===== config.mk =====
export PLATFORM = sky130hd
export DESIGN_NAME = seven_segment_mux
export DESIGN_NICKNAME = d
export VERILOG_FILES = /design/src/rtl/seven_segment_mux.sv
export SDC_FILE = /design/constraint.sdc
export NUM_CORES = 1
export LEC_CHECK = 0
export ABC_AREA = 1
export CORE_ASPECT_RATIO = 0.5
export CORE_MARGIN = 2
export CORE_UTILIZATION = 35
export DETAILED_ROUTE_END_ITERATION = 8
export MAX_ROUTING_LAYER = met4
export PLACE_DENSITY = 0.64
export SETUP_SLACK_MARGIN = 0.1
export SLEW_MARGIN = 20
export SYNTH_ARGS = -nofsm -noshare
export SYNTH_HDL_FRONTEND = slang
export SYNTH_SLANG_ARGS = --single-unit

===== constraint.sdc =====
create_clock -name clk -period 1.6 [get_ports clk]
set_input_delay 0.48 -clock clk [delete_from_list [all_inputs] [get_ports clk]]
set_output_delay 0.48 -clock clk [all_outputs]
set_load 0.02 [all_outputs]

===== src/rtl/seven_segment_mux.sv =====
// ---------------------------------------------------------------------------
// seven_segment_mux
//
// Time-multiplexed driver for a common-anode seven-segment display with up to
// eight digits. Each digit is lit for REFRESH_COUNT clock cycles in turn.
// Newly loaded data is held in a pending register set and promoted to the
// active (displayed) set only at a frame boundary, so a frame never shows a
// mix of old and new digits.
//
// Parameters
//   NUM_DIGITS     number of multiplexed digits (1..8)
//   REFRESH_COUNT  clk cycles each digit is driven (>= 2)
//
// Ports
//   clk             single clock, rising edge
//   rst_n           synchronous active-low reset
//   data_in         hex nibble per digit, digit k at [4k+3:4k]
//   dp_in           decimal-point request per digit, 1 = on
//   blank_in        per-digit blank, 1 = digit dark
//   load            one-cycle strobe capturing data_in/dp_in/blank_in
//   lamp_test       level, all digits and segments on
//   blank_all       level, all digits off
//   segment         cathodes, active-low, [6:0] = CA..CG, [7] = DP
//   anode           digit enables, active-low
//   frame_done      one-cycle pulse when the scan wraps back to digit 0
//   update_pending  high while captured data waits for a frame boundary
// ---------------------------------------------------------------------------
module seven_segment_mux #(
  parameter int NUM_DIGITS    = 4,
  parameter int REFRESH_COUNT = 100000
) (
  input  logic                    clk,
  input  logic                    rst_n,
  input  logic [4*NUM_DIGITS-1:0] data_in,
  input  logic [NUM_DIGITS-1:0]   dp_in,
  input  logic [NUM_DIGITS-1:0]   blank_in,
  input  logic                    load,
  input  logic                    lamp_test,
  input  logic                    blank_all,
  output logic [7:0]              segment,
  output logic [NUM_DIGITS-1:0]   anode,
  output logic                    frame_done,
  output logic                    update_pending
);

  localparam int CNT_W = $clog2(REFRESH_COUNT);
  localparam int IDX_W = (NUM_DIGITS > 1) ? $clog2(NUM_DIGITS) : 1;
  localparam int DAT_W = 4 * NUM_DIGITS;

  localparam logic [CNT_W-1:0] CNT_LAST = CNT_W'(REFRESH_COUNT - 1);
  localparam logic [IDX_W-1:0] IDX_LAST = IDX_W'(NUM_DIGITS - 1);

  // Active-low gfedcba pattern for one hex nibble.
  function automatic logic [6:0] hex_decode(input logic [3:0] nib);
    logic [6:0] seg;
    case (nib)
      4'h0:    seg = 7'h40;
      4'h1:    seg = 7'h79;
      4'h2:    seg = 7'h24;
      4'h3:    seg = 7'h30;
      4'h4:    seg = 7'h19;
      4'h5:    seg = 7'h12;
      4'h6:    seg = 7'h02;
      4'h7:    seg = 7'h78;
      4'h8:    seg = 7'h00;
      4'h9:    seg = 7'h10;
      4'hA:    seg = 7'h08;
      4'hB:    seg = 7'h03;
      4'hC:    seg = 7'h46;
      4'hD:    seg = 7'h21;
      4'hE:    seg = 7'h06;
      default: seg = 7'h0E;
    endcase
    return seg;
  endfunction

  // Scan state
  logic [CNT_W-1:0] cnt_q, cnt_d;
  logic [IDX_W-1:0] idx_q, idx_d;

  // Pending and active register sets
  logic [DAT_W-1:0]      pend_data_q, pend_data_d;
  logic [NUM_DIGITS-1:0] pend_dp_q, pend_dp_d;
  logic [NUM_DIGITS-1:0] pend_blank_q, pend_blank_d;
  logic [DAT_W-1:0]      act_data_q, act_data_d;
  logic [NUM_DIGITS-1:0] act_dp_q, act_dp_d;
  logic [NUM_DIGITS-1:0] act_blank_q, act_blank_d;
  logic                  upd_q, upd_d;

  // Registered outputs
  logic [7:0]            segment_q, segment_d;
  logic [NUM_DIGITS-1:0] anode_q, anode_d;
  logic                  frame_done_q, frame_done_d;

  logic cnt_wrap;
  logic frame_bnd;

  assign cnt_wrap  = (cnt_q == CNT_LAST);
  // With a single digit IDX_LAST is 0, so every counter wrap is a boundary.
  assign frame_bnd = cnt_wrap && (idx_q == IDX_LAST);

  // Refresh counter and digit index
  always_comb begin
    cnt_d = cnt_q + CNT_W'(1);
    idx_d = idx_q;
    if (cnt_wrap) begin
      cnt_d = '0;
      if (idx_q == IDX_LAST) begin
        idx_d = '0;
      end else begin
        idx_d = idx_q + IDX_W'(1);
      end
    end
  end

  // Double-buffered display data
  always_comb begin
    pend_data_d  = pend_data_q;
    pend_dp_d    = pend_dp_q;
    pend_blank_d = pend_blank_q;
    act_data_d   = act_data_q;
    act_dp_d     = act_dp_q;
    act_blank_d  = act_blank_q;
    upd_d        = upd_q;
    if (load && frame_bnd) begin
      // The boundary is happening now, so there is nothing to wait for.
      pend_data_d  = data_in;
      pend_dp_d    = dp_in;
      pend_blank_d = blank_in;
      act_data_d   = data_in;
      act_dp_d     = dp_in;
      act_blank_d  = blank_in;
      upd_d        = 1'b0;
    end else begin
      if (frame_bnd && upd_q) begin
        act_data_d  = pend_data_q;
        act_dp_d    = pend_dp_q;
        act_blank_d = pend_blank_q;
        upd_d       = 1'b0;
      end
      if (load) begin
        pend_data_d  = data_in;
        pend_dp_d    = dp_in;
        pend_blank_d = blank_in;
        upd_d        = 1'b1;
      end
    end
  end

  // Output decode from the current index and active set
  always_comb begin
    logic [3:0] nib;
    nib          = act_data_q[4*int'(idx_q) +: 4];
    segment_d    = {~act_dp_q[idx_q], hex_decode(nib)};
    anode_d      = ~(NUM_DIGITS'(1) << idx_q);
    frame_done_d = frame_bnd;
    if (lamp_test) begin
      segment_d = 8'h00;
      anode_d   = '0;
    end else if (blank_all || act_blank_q[idx_q]) begin
      segment_d = 8'hFF;
      anode_d   = '1;
    end
  end

  always_ff @(posedge clk) begin
    if (!rst_n) begin
      cnt_q        <= '0;
      idx_q        <= '0;
      pend_data_q  <= '0;
      pend_dp_q    <= '0;
      pend_blank_q <= '0;
      act_data_q   <= '0;
      act_dp_q     <= '0;
      act_blank_q  <= '0;
      upd_q        <= 1'b0;
      segment_q    <= 8'hFF;
      anode_q      <= '1;
      frame_done_q <= 1'b0;
    end else begin
      cnt_q        <= cnt_d;
      idx_q        <= idx_d;
      pend_data_q  <= pend_data_d;
      pend_dp_q    <= pend_dp_d;
      pend_blank_q <= pend_blank_d;
      act_data_q   <= act_data_d;
      act_dp_q     <= act_dp_d;
      act_blank_q  <= act_blank_d;
      upd_q        <= upd_d;
      segment_q    <= segment_d;
      anode_q      <= anode_d;
      frame_done_q <= frame_done_d;
    end
  end

  assign segment        = segment_q;
  assign anode          = anode_q;
  assign frame_done     = frame_done_q;
  assign update_pending = upd_q;

endmodule


* Word-level counts from Yosys, hierarchy flattened
Memories as Yosys holds them, arrays and structs flattened. Cells that the tools add are included. Widths: inputs -> output; s select.
Cells by class: reduce and logical (&&, ||, !) cells 9, $lt $le $gt $ge 1, mux-type cells 23, shift operators 2, equality and inequality tests 2, bitwise operators 3, add/sub/neg operators 2
Operators with widths (count):
- $mux 16 | 4
- $mux 4 | 10
- $add 17x1->17 const B | 1
- $eq 17x17->1 const B | 1
- $mux 8 | 2
- $shiftx 16x5->4 | 1
- $reduce_bool 2->1 | 3
- $bmux 1 s2 | 2
- $mux 1 | 4
- $not 4->4 | 1
- $reduce_or 2->1 | 2
- $shl 1x2->4 const A | 1
- $logic_and 1x1->1 | 3
- $lt 2x3->1 const B | 1
- $add 2x1->2 const B | 1
- $eq 2x2->1 const B | 1
- $mux 2 | 1
- $not 1->1 | 2
- $logic_or 1x1->1 | 1
Storage, ports and cells: memories kept 1, register bits 81, memory bits (read-only) 112, output and inout bits 14, input port bits 29
Memory list:
- (no name shown) | words 16, width 7, read ports 1, clocked after Yosys merged registers in 0, write ports 0, RTL line 56 | case (nib)

* Depth between registers and ports, before layout
depth in word-level cells 5, mapped depth 14

* Least setup slack after synthesis
OpenSTA, ideal clock, no wires.
kind reg2reg, start point reg idx_q[0], end point reg segment_q[0] (netlist: segment[0]), setup time 126 ps, path slack -63 ps, arrival 1538 ps, stages on the path, launching flop included 15, cells stage by stage dfxtp_1 -> buf_6 -> inv_2 -> buf_6 -> nand2_1 -> nand3_1 -> nand2_1 -> inv_1 -> ha_1 -> nand2_1 -> o21ai_0 -> nand2_1 -> nand3_1 -> nand2_1 -> nand2_1
On the way: cells in the longest elaborated chain, start to end 5, elaborated cells on any way between the ends 7
Ends and longest elaborated chain:
- from (decl) | RTL line 79 | logic [IDX_W-1:0] idx_q, idx_d;
- from (signal assigned) | RTL line 182 | idx_q <= idx_d;
- parallel branches: the longest is 3 deep, another holds $mem_v2 16x7
- $mux 8 (*) | RTL line 160 | end else if (blank_all || act_blank_q[idx_q]) begin
- $mux 8 (*) | RTL line 157 | if (lamp_test) begin
- to (signal assigned) | RTL line 190 | segment_q <= segment_d;
- to (decl) | RTL line 91 | logic [7:0] segment_q, segment_d;
Mark *: on every way between the ends. The select of a mux whose other input is x is not followed. A chain may end at the register's enable or synchronous reset.

* Worst setup path in the final report
start point reg idx_q[0], end point reg segment_q[3] (netlist: segment[3])
The elaborated chain is that of the path after synthesis.

==> summary.txt <==
Status
  • Outcome: complete, but fails checks
  • Failing checks: setup timing

Timing
  • Setup WS post-layout: -0.000974 ns
  • Max-slew headroom: 76.5%
  • Setup Viol. Count Final: 1
  • Hold slack: 0.451 ns
  • Tightest Pin Transition: 0.352 ns
  • Tcrit/Tclk final: 100%
  • Fin crit period: 1.60 ns
  • Maximum achievable frequency: 625 MHz
  • Layout Skew: 0.00862 ns
  • Final Hold Fails: 0
  • Unrepaired setup endpoints after global routing: true
  • Slew Limit Fails: 0

Setup path
  • CP max stage cell: dfxtp_4
  • CP dominant cell by count: nand2_1
  • Buf+Inv Stages, Crit Path: 2
  • Kind of cell adding the most delay to the critical path: simple AND/OR/NAND/NOR gates
  • CP startpoint kind: flip-flop
  • CP max FO: 6
  • Worst EP arrival: 1.82 ns
  • Worst path max stage delay: 0.37 ns
  • Critical path, cell by cell: buf_6 > o21ai_2 > nand2_1 > nand2_4 > inv_6 > ha_4 > nand2_2 > nand3_2 > nand3_2 > nand2_1 > nand2_1
  • Crit end category: flip-flop
  • WP data required: 1.82 ns
  • Critical setup path kind: flip-flop to flip-flop

Placement
  • GP Congestion: 0.819
  • PortBufs: 42
  • DP Worst Slack: -0.242 ns
  • DPL Wire Length: 6110 microns

Pwr
  • Maximum VDD drop: 0.000389 V
  • P per Cell Area: 811 mW/mm^2
  • Leakage: 2.51 nW

GRT
  • Pin count of the biggest net entering global routing: 25
  • Vias in the first global route: 3313
  • Initial antenna violation count: 0
  • First-pass GRT wire length: 14900 microns
  • Tot GR Track Use: 15.7%
  • Grt ovf: 0

Layout
  • # fillers: 1022
  • FF/Latch Area: 0.00163 sq mm
  • Final net count: 678
  • Commonest non-fill, non-tap cell in the layout: nand2_1
  • Area Growth Syn to Fin: 44.6%
  • Inserted Diodes: 0
  • Most frequent cells in the layout: nand2_1 (138), dfxtp_1 (76), inv_1 (58), nor2_1 (47), buf_4 (44)
  • Area of the multi-input gates: 0.00222 sq mm
  • Layout cells sized above 1: 30.3%

Yosys
  • Post-synthesis async set-or-reset flop share: 0%
  • Synth warn: 0
  • Top_reg_cell synth: dfxtp_1
  • Post-synth EDFFs: 0
  • Post-Syn Nets: 589
  • Synth Cell Area: 0.00386 sq mm
  • Average cell area after synthesis: 7.04 sq um
  • Synth unique cells: 32
  • Post-synthesis sequential area ratio: 42.0%
  • Register bit count reported by yosys: 81
  • Post-Syn Instances: 549

Clocking
  • Worst skew pair latency: 0.34 ns
  • H-tree Lvls: 3
  • Clk buf depth: 2
  • Clock-pin slew on the worst setup and hold paths: 0.06 ns
  • CTS buffer count: 9
  • Root Driver: clkbuf_16
  • Clock sinks: 81
  • CTS tree: done
  • Post-CTS Hold Fix Bufs: 0

Route
  • Total Wirelength: 9090 microns
  • Post-DRT Antenna Nets: 0
  • Initial DRT Pass Iterations: 4
  • Starting DRC count in detailed routing: 175
  • Drt drc: 0
  • Detailed-route wire length per cell: 11.5 microns
  • Routed via count: 3579
  • Number of vias per cell: 4.54

Min path
  • Worst min path class: flip-flop to flip-flop

Floorplanning
  • Die width: 153 microns
  • Initial Util: 35.5%
  • Io pins: 43
  • Die area: 0.0119 sq mm
  • # rows: 27
  • Core area: 0.0109 sq mm
  • Die Y: 78.3 microns

Flow run
  • Max-cap violation count: 0
==> per-layer routing <==
metal	share of wire, %	track usage [%]	vias up
li1	-	-	1880
met3	3.3	4.31	11
met4	1.2	3.52	0
met5	0	-	-
met1	49	19.7	1632
met2	47	25.6	56
==> cell usage after synthesis, types with 5 or more instances <==
cell / count / area, sq um
inv_2: 8 / 30.0
inv_1: 63 / 236
buf_2: 5 / 25.0
nor3b_1: 6 / 45.0
a21oi_1: 33 / 165
nor2_1: 55 / 206
nand2_1: 163 / 612
a21oi_2: 11 / 96.3
o21ai_0: 31 / 155
buf_6: 6 / 67.6
or2_2: 8 / 50.1
ha_1: 11 / 138
clkbuf_1: 8 / 30.0
dfxtp_1: 81 / 1620
nand3_1: 24 / 120
==> flip-flops by register name, indices dropped and copies added, names as in the netlist <==
register	flops
act_blank_q	4
act_data_q	16
act_dp_q	4
anode	4
cnt_q	17
frame_done	1
idx_q	2
pend_blank_q	4
pend_data_q	16
pend_dp_q	4
segment	8
update_pending	1
==> layout make-up <==
type	instances	share of cell area, %
flip-flops and latches	81	29.2
inverters	71	5.08
multi-input cells	373	39.8
clock inverters	6	1.21
clock buffers	10	4.10
repair buffers	102	17.4
well taps	145	3.25
==> worst register-to-register path, stage by stage (launching register included) <==
cell     delay (ns)
dfxtp_4        0.37
buf_6          0.14
o21ai_2        0.12
nand2_1        0.10
nand2_4        0.13
inv_6          0.07
ha_4           0.28
nand2_2        0.05
nand3_2        0.06
nand3_2        0.06
nand2_1        0.05
nand2_1        0.05
==> cell families after synthesis <==
group,synth area share [%]
compound gates,11.9
xor+xnor,1.13
fa+ha+maj,3.56
buf+inv,10.8
flops,42.0
mux,0.777
simple gates,29.9
==> final timing paths <==
check | startpoint | end | slack [ns] | cells after the start
hold reg to reg | pend_data_q[8] | pend_data_q[8] | 0.45 | 2
setup / recovery | idx_q[0] | segment[3] | -0.001 | 11
hold / removal | pend_data_q[8] | pend_data_q[8] | 0.45 | 2
setup reg to reg | idx_q[0] | segment[3] | -0.001 | 11
==> timing repair <==
item,CTS,global route
pin swaps,4,24
resized for setup,45,87
setup buffers,8,8
endpoints found under the setup margin,53,52
gates cloned,2,0
==> through the flow <==
stage	utilization (%)	cell area [sq um]	power, mW	TNS (ns)	instances
floorplan	-	3910	2.34	0	549
global placement	43.5	4730	2.52	-6.09	756
detailed placement	43.5	4730	2.53	-6.63	756
CTS	48.2	5240	4.57	0	782
global route	51.4	5590	4.73	-1.61	788
finish	51.4	5590	4.53	-0.000974	788
==> where the power goes <==
part | internal [mW] | switching [mW] | total, mW | leakage, nW
Combinational | 0.183 | 0.202 | 0.386 | 1.70
Clock | 1.21 | 0.835 | 2.05 | 0.139
Sequential | 2.08 | 0.0188 | 2.10 | 0.665
Total | 3.47 | 1.06 | 4.53 | 2.51
No activity file was read; power rests on OpenSTA's default activity.
